--- config.mk ---
export PLATFORM = sky130hd
export DESIGN_NAME = weight_col_sequencer
export DESIGN_NICKNAME = d
export VERILOG_FILES = /design/src/rtl/weight_col_seq_pkg.sv /design/src/rtl/weight_col_sequencer_align_pipe.sv /design/src/rtl/weight_col_sequencer.sv
export SDC_FILE = /design/constraint.sdc
export NUM_CORES = 1
export LEC_CHECK = 0
export ABC_AREA = 0
export CORE_ASPECT_RATIO = 1.4
export CORE_UTILIZATION = 25
export DETAILED_ROUTE_END_ITERATION = 12
export GPL_TIMING_DRIVEN = 0
export HOLD_SLACK_MARGIN = 0.1
export PLACE_DENSITY = 0.51
export SYNTH_ARGS = -nofsm -noshare
export SYNTH_HDL_FRONTEND = slang
export SYNTH_SLANG_ARGS = --single-unit
--- constraint.sdc ---
create_clock -name clk -period 2.1 [get_ports clk]
set_clock_uncertainty 0.1 [all_clocks]
set_input_delay 0.525 -clock clk [delete_from_list [all_inputs] [get_ports clk]]
set_output_delay 0.525 -clock clk [all_outputs]
set_load 0.05 [all_outputs]
--- src/rtl/weight_col_seq_pkg.sv ---
// ============================================================================
// Module  : weight_col_seq_pkg
// Brief   : Shared state encoding and width helper for column sequencers.
// Revision: 1.0
// ============================================================================
`default_nettype none

package weight_col_seq_pkg;

  typedef enum logic [1:0] {
    ST_IDLE   = 2'd0,
    ST_RUN    = 2'd1,
    ST_DRAIN  = 2'd2,
    ST_RESULT = 2'd3
  } seq_state_e;

  // Bits needed to hold count-1 (at least one bit).
  function automatic int addr_bits(input int count);
    int bits;
    bits = 1;
    while ((1 << bits) < count) bits++;
    return bits;
  endfunction

endpackage

`default_nettype wire

--- src/rtl/weight_col_sequencer_align_pipe.sv ---
// ============================================================================
// Module  : align_pipe
// Brief   : DEPTH-deep register pipe carrying {first, last, valid, addr}.
// Revision: 1.0
// ============================================================================
`default_nettype none

module align_pipe #(
  parameter int DEPTH = 1,
  parameter int AW    = 4
) (
  input  logic          clk,
  input  logic          clear,
  input  logic          in_valid,
  input  logic          in_first,
  input  logic          in_last,
  input  logic [AW-1:0] in_addr,
  output logic          out_valid,
  output logic          out_first,
  output logic          out_last,
  output logic [AW-1:0] out_addr
);

  logic [DEPTH-1:0] r_valid;
  logic [DEPTH-1:0] r_first;
  logic [DEPTH-1:0] r_last;
  logic [AW-1:0]    r_addr [DEPTH];

  // Address stages only load behind a valid token, so the tail holds the last index.
  always_ff @(posedge clk) begin
    if (clear) begin
      r_valid <= '0;
      r_first <= '0;
      r_last  <= '0;
      for (int d = 0; d < DEPTH; d++) r_addr[d] <= '0;
    end else begin
      r_valid[0] <= in_valid;
      r_first[0] <= in_valid & in_first;
      r_last[0]  <= in_valid & in_last;
      if (in_valid) r_addr[0] <= in_addr;
      for (int d = 1; d < DEPTH; d++) begin
        r_valid[d] <= r_valid[d-1];
        r_first[d] <= r_first[d-1];
        r_last[d]  <= r_last[d-1];
        if (r_valid[d-1]) r_addr[d] <= r_addr[d-1];
      end
    end
  end

  assign out_valid = r_valid[DEPTH-1];
  assign out_first = r_first[DEPTH-1];
  assign out_last  = r_last[DEPTH-1];
  assign out_addr  = r_addr[DEPTH-1];

endmodule

`default_nettype wire

--- src/rtl/weight_col_sequencer.sv ---
// ============================================================================
// Module  : weight_col_sequencer
// Brief   : Sweeps weight-RAM columns and issues RAM-aligned MAC control.
// Revision: 1.0
// ============================================================================
`default_nettype none

module weight_col_sequencer
  import weight_col_seq_pkg::*;
#(
  parameter int NCOL          = 16,
  parameter int ADDR_BITWIDTH = 4,
  parameter int RAM_LATENCY   = 1,
  parameter int MAC_LATENCY   = 1
) (
  input  logic                     clk,
  input  logic                     reset,
  input  logic                     start,
  output logic                     busy,
  output logic                     done,
  output logic [ADDR_BITWIDTH-1:0] ram_addr,
  output logic [ADDR_BITWIDTH-1:0] x_index,
  output logic                     mac_en,
  output logic                     mac_clear,
  output logic                     mac_last,
  output logic                     result_valid,
  input  logic                     result_ready
);

  localparam int DRAIN_W = addr_bits(RAM_LATENCY + MAC_LATENCY);
  localparam logic [ADDR_BITWIDTH-1:0] C_LAST_COL   = ADDR_BITWIDTH'(NCOL - 1);
  localparam logic [DRAIN_W-1:0]       C_DRAIN_INIT = DRAIN_W'(RAM_LATENCY + MAC_LATENCY - 1);

  if (ADDR_BITWIDTH < addr_bits(NCOL)) begin : g_width_check
    $error("ADDR_BITWIDTH too small to address NCOL columns");
  end

  seq_state_e               r_state;
  logic [ADDR_BITWIDTH-1:0] r_col;
  logic [DRAIN_W-1:0]       r_drain;
  logic                     w_issue;

  assign w_issue = (r_state == ST_RUN);

  always_ff @(posedge clk) begin
    if (reset) begin
      r_state      <= ST_IDLE;
      r_col        <= '0;
      r_drain      <= '0;
      ram_addr     <= '0;
      busy         <= 1'b0;
      done         <= 1'b0;
      result_valid <= 1'b0;
    end else begin
      done <= 1'b0;
      case (r_state)
        ST_IDLE: begin
          if (start) begin
            r_state  <= ST_RUN;
            busy     <= 1'b1;
            ram_addr <= '0;
            r_col    <= '0;
          end
        end
        ST_RUN: begin
          // Address saturates at the last column instead of wrapping.
          if (r_col == C_LAST_COL) begin
            r_state <= ST_DRAIN;
            r_drain <= C_DRAIN_INIT;
          end else begin
            r_col    <= r_col + ADDR_BITWIDTH'(1);
            ram_addr <= ram_addr + ADDR_BITWIDTH'(1);
          end
        end
        ST_DRAIN: begin
          r_drain <= r_drain - DRAIN_W'(1);
          if (r_drain == DRAIN_W'(1)) begin
            r_state      <= ST_RESULT;
            result_valid <= 1'b1;
          end
        end
        ST_RESULT: begin
          if (result_ready) begin
            r_state      <= ST_IDLE;
            result_valid <= 1'b0;
            done         <= 1'b1;
            busy         <= 1'b0;
          end
        end
        default: r_state <= ST_IDLE;
      endcase
    end
  end

  align_pipe #(
    .DEPTH (RAM_LATENCY),
    .AW    (ADDR_BITWIDTH)
  ) u_align (
    .clk       (clk),
    .clear     (reset),
    .in_valid  (w_issue),
    .in_first  (r_col == '0),
    .in_last   (r_col == C_LAST_COL),
    .in_addr   (ram_addr),
    .out_valid (mac_en),
    .out_first (mac_clear),
    .out_last  (mac_last),
    .out_addr  (x_index)
  );

endmodule

`default_nettype wire

==> Flow_metrics.wiki <==
{| class="wikitable"
! Metric !! Value
|-
| Status || finished, final reports clean
|-
| Final estimated routing congestion in global placement || 0.713
|-
| Sequential area share after synthesis || 47.1%
|-
| Number of flip-flops and latches in the synthesized netlist || 21
|-
| Cell at the root of the clock tree || sky130_fd_sc_hd__clkbuf_8
|-
| Initial DRC Count || 17
|-
| Origin of the worst min-delay path || r_col[1]
|-
| Worst EP required || approximately 1.5 ns
|-
| Kind of capture point of the worst setup path || output pin
|-
| Final cell count without fillers || between 150 and 200
|-
| Die area || around 4200 µm²
|-
| # DRC || 0
|-
| Cell type of the slowest stage on the worst timing path || sky130_fd_sc_hd__clkdlybuf4s50_1
|-
| Number of ports placed on the die boundary || 18
|-
| Synthesized area per cell || ~9.2 µm²
|-
| Starting Density || between 20% and 30%
|-
| R2R Path Start || r_state[0]
|-
| Combined global-route utilization of all metal layers || between 10% and 20%
|-
| Hold violation count in the final report || 0
|-
| Endpoints failing setup || 0
|-
| Maximum clock insertion buffer count || 2
|-
| Number of antenna violations at the first check in global routing || 0
|-
| Detailed-route wire length per cell || ~11 µm
|-
| Worst-path clk slew || about 0.08 ns
|-
| Number of unique standard cell types used by synthesis || 31
|-
| Share of post-route cells with drive strength above 1 || roughly 8%
|-
| Most common cell after layout, fill and taps aside || sky130_fd_sc_hd__dfxtp_1
|-
| Total Nets Final || 140
|-
| Launching instance or port of the critical path || result_valid
|-
| Net count after synthesis || 118
|-
| Total number of vias || 812
|-
| CP Launch Type || flop
|-
| Via-per-instance ratio || ~4.8
|-
| Global-route wire length before repair || roughly 3200 µm
|-
| Critical path data arrival time || approximately 1.4 ns
|-
| Number of global-route vias before repair || between 700 and 800
|-
| Post-route antenna net violation count || 0
|-
| Post-synthesis instance total || between 100 and 150
|-
| Htree depth || 1
|-
| Top library cells by usage in the layout, fill and taps aside || sky130_fd_sc_hd__dfxtp_1, sky130_fd_sc_hd__clkdlybuf4s50_1, sky130_fd_sc_hd__inv_1, sky130_fd_sc_hd__a21oi_1
|-
| Aggregate negative setup slack || 0 ns
|-
| Setup repair after global routing missed its margin || no
|-
| Final Max Slew Viols || 0
|-
| Endpoint of the worst hold path || r_col[1]
|-
| Maximum vdd drop || just under 0.7 mV
|-
| Crit path kind || reg -> out
|-
| Inserted Diodes || 0
|-
| Worst Hold Class || reg -> reg
|-
| Number of optimization iterations in the first detailed-route pass || 4
|-
| Vertical extent of the die || roughly 76 µm
|-
| Sum of routed wire length over all layers || slightly below 2000 µm
|-
| Post-Synthesis Cell Area || 978 µm²
|-
| Hold-fix buffer count after cts || 0
|-
| Sum of buffers and inverters on the critical path || 1
|-
| Worst R2R Setup Slack || about 0.24 ns
|-
| Chip width || approximately 55 µm
|-
| Total number of placement rows || 26
|-
| Number of instances in the placed design || 165
|-
| Worst hold margin || 0.384 ns
|-
| Critical path's top delay family || buffers and inverters
|-
| Cell breakdown of the critical path || clkdlybuf4s50_1
|-
| Leak pwr || 0.000527 µW
|-
| Pin count of the biggest net entering global routing || 13
|-
| Maximum achievable frequency || 483 MHz
|-
| Number of max-cap violations || 0
|-
| Largest stage delay, worst path || ~0.82 ns
|-
| Largest cells by area after synthesis || sky130_fd_sc_hd__dfxtp_1, sky130_fd_sc_hd__edfxtp_1, sky130_fd_sc_hd__ha_1
|-
| Biggest area consumer among synthesized cells || sky130_fd_sc_hd__dfxtp_1
|-
| Synth-to-layout area growth || 27.6%
|-
| Clock tree from TritonCTS || done
|-
| Biggest fanout along the worst timing path || 3
|-
| Number of port buffers || 17
|-
| Total global routing overflow || 0
|-
| Worst-case headroom to the max-slew limit || between 60% and 70%
|-
| Yosys warnings || 0
|-
| Power density of the placed cells || around 1200 nW/µm²
|-
| Post-DP HPWL || between 1000 and 1500 µm
|-
| Latest clock arrival within the worst-skew pair || roughly 0.26 ns
|-
| Tcrit/Tclk final || just under 100%
|-
| Sinks on Clock Net || 21
|-
| Reg2Reg Capture Point || r_state[0]
|-
| TritonCTS Buffers || 3
|-
| Cell depth of the worst flop-to-flop path || 6
|-
| Number of cells on the worst hold path || 2
|-
| Core region area || roughly 3700 µm²
|-
| Area fraction of the dominant cell type after synthesis || a little over a third
|-
| Clock period minus final worst setup slack || 2.07 ns
|-
| Worst-margin pin slew || roughly 0.50 ns
|-
| Filler cells || 430
|}
-- registers in the layout, indices dropped and copies added (netlist names), 2 cells and up --
register,count
u_align.r_addr,4
r_col,4
r_state,2
ram_addr,4
-- what timing repair did --
item / 4_1_cts / 5_1_grt
cloned: 0 / 0
setup endpoints to repair: 3 / 2
resized for setup: 3 / 2
buffers inserted: 0 / 0
-- metal layers --
layer  global-route usage [%]  wire (µm)
met3                     1.80         78
met4                     4.36         11
met5                        0          0
met1                     11.2        808
met2                     18.2       1030
-- synthesized netlist by cell type (all sizes together) --
cell type   n
xnor2       1
nor3b       1
nand3       7
a31o        1
and3        1
nor3        2
a21oi      11
o21ai       3
inv        11
nor2b       1
nor4b       1
mux2i       1
ha          8
o31ai       2
o32ai       1
or4         2
clkbuf      1
edfxtp      4
nand4       3
buf         1
dfxtp      17
and2        4
nand2       8
nand2b      2
or3b        1
nor2        7
o22ai       1
or2         2
o211a       1
-- layout make-up --
type / count / area, µm² / area share (%)
Tap cell: 42 / 52.6 / 4.21
Clock buffer: 3 / 41.3 / 3.31
Sequential cell: 21 / 460 / 36.9
Inverter: 11 / 41.3 / 3.31
Clock inverter: 1 / 5.00 / 0.401
Timing Repair Buffer: 17 / 171 / 13.7
Buffer: 2 / 8.76 / 0.701
Multi-Input combinational cell: 72 / 468 / 37.5
-- cells by family after synthesis --
family                   after synthesis  share of synthesized area (%)
AO/OA/AOI/OAI                         20                           12.1
XOR/XNOR                               1                          0.895
adder cells (fa/ha/maj)                8                           10.2
buffers and inverters                 13                           5.11
flip-flops                            21                           47.1
multiplexers                           1                           1.02
AND/OR/NAND/NOR                       42                           23.5
-- stage by stage --
stage                     setup slack [ns]  area [µm²]  power (µW)  utilization, %
final                               0.0309        1250        1530            33.7
after global routing               0.00276        1250        1640            33.7
after CTS                           0.0205        1240        1540            33.5
after detailed placement            -0.103        1200        1280            32.4
after global placement              -0.100        1200        1270            32.4
after floorplan                      0.449         978        1080               -
-- worst reg2reg max path, cell delays in order (launching register included) --
cell and delay (ns):
sky130_fd_sc_hd__dfxtp_1 0.38, sky130_fd_sc_hd__inv_1 0.10, sky130_fd_sc_hd__ha_1 0.24, sky130_fd_sc_hd__nand2b_1 0.22, sky130_fd_sc_hd__o21ai_0 0.16, sky130_fd_sc_hd__or4_1 0.43, sky130_fd_sc_hd__o211a_1 0.14
-- power by group --
part	internal, µW	total [µW]	switching, µW
logic	250	685	435
registers	501	574	73.0
clock network	132	267	135
-- worst max path at each step --
stage                        end  slack, ns  cells after the start
floorplan             r_state[0]       0.45                      6
global placement     ram_addr[2]      -0.10                      5
detailed placement    r_state[0]      -0.10                      5
CTS                 result_valid       0.02                      1
global route        result_valid      0.003                      1
finish              result_valid       0.03                      1
No activity file was read; power rests on OpenSTA's default activity.
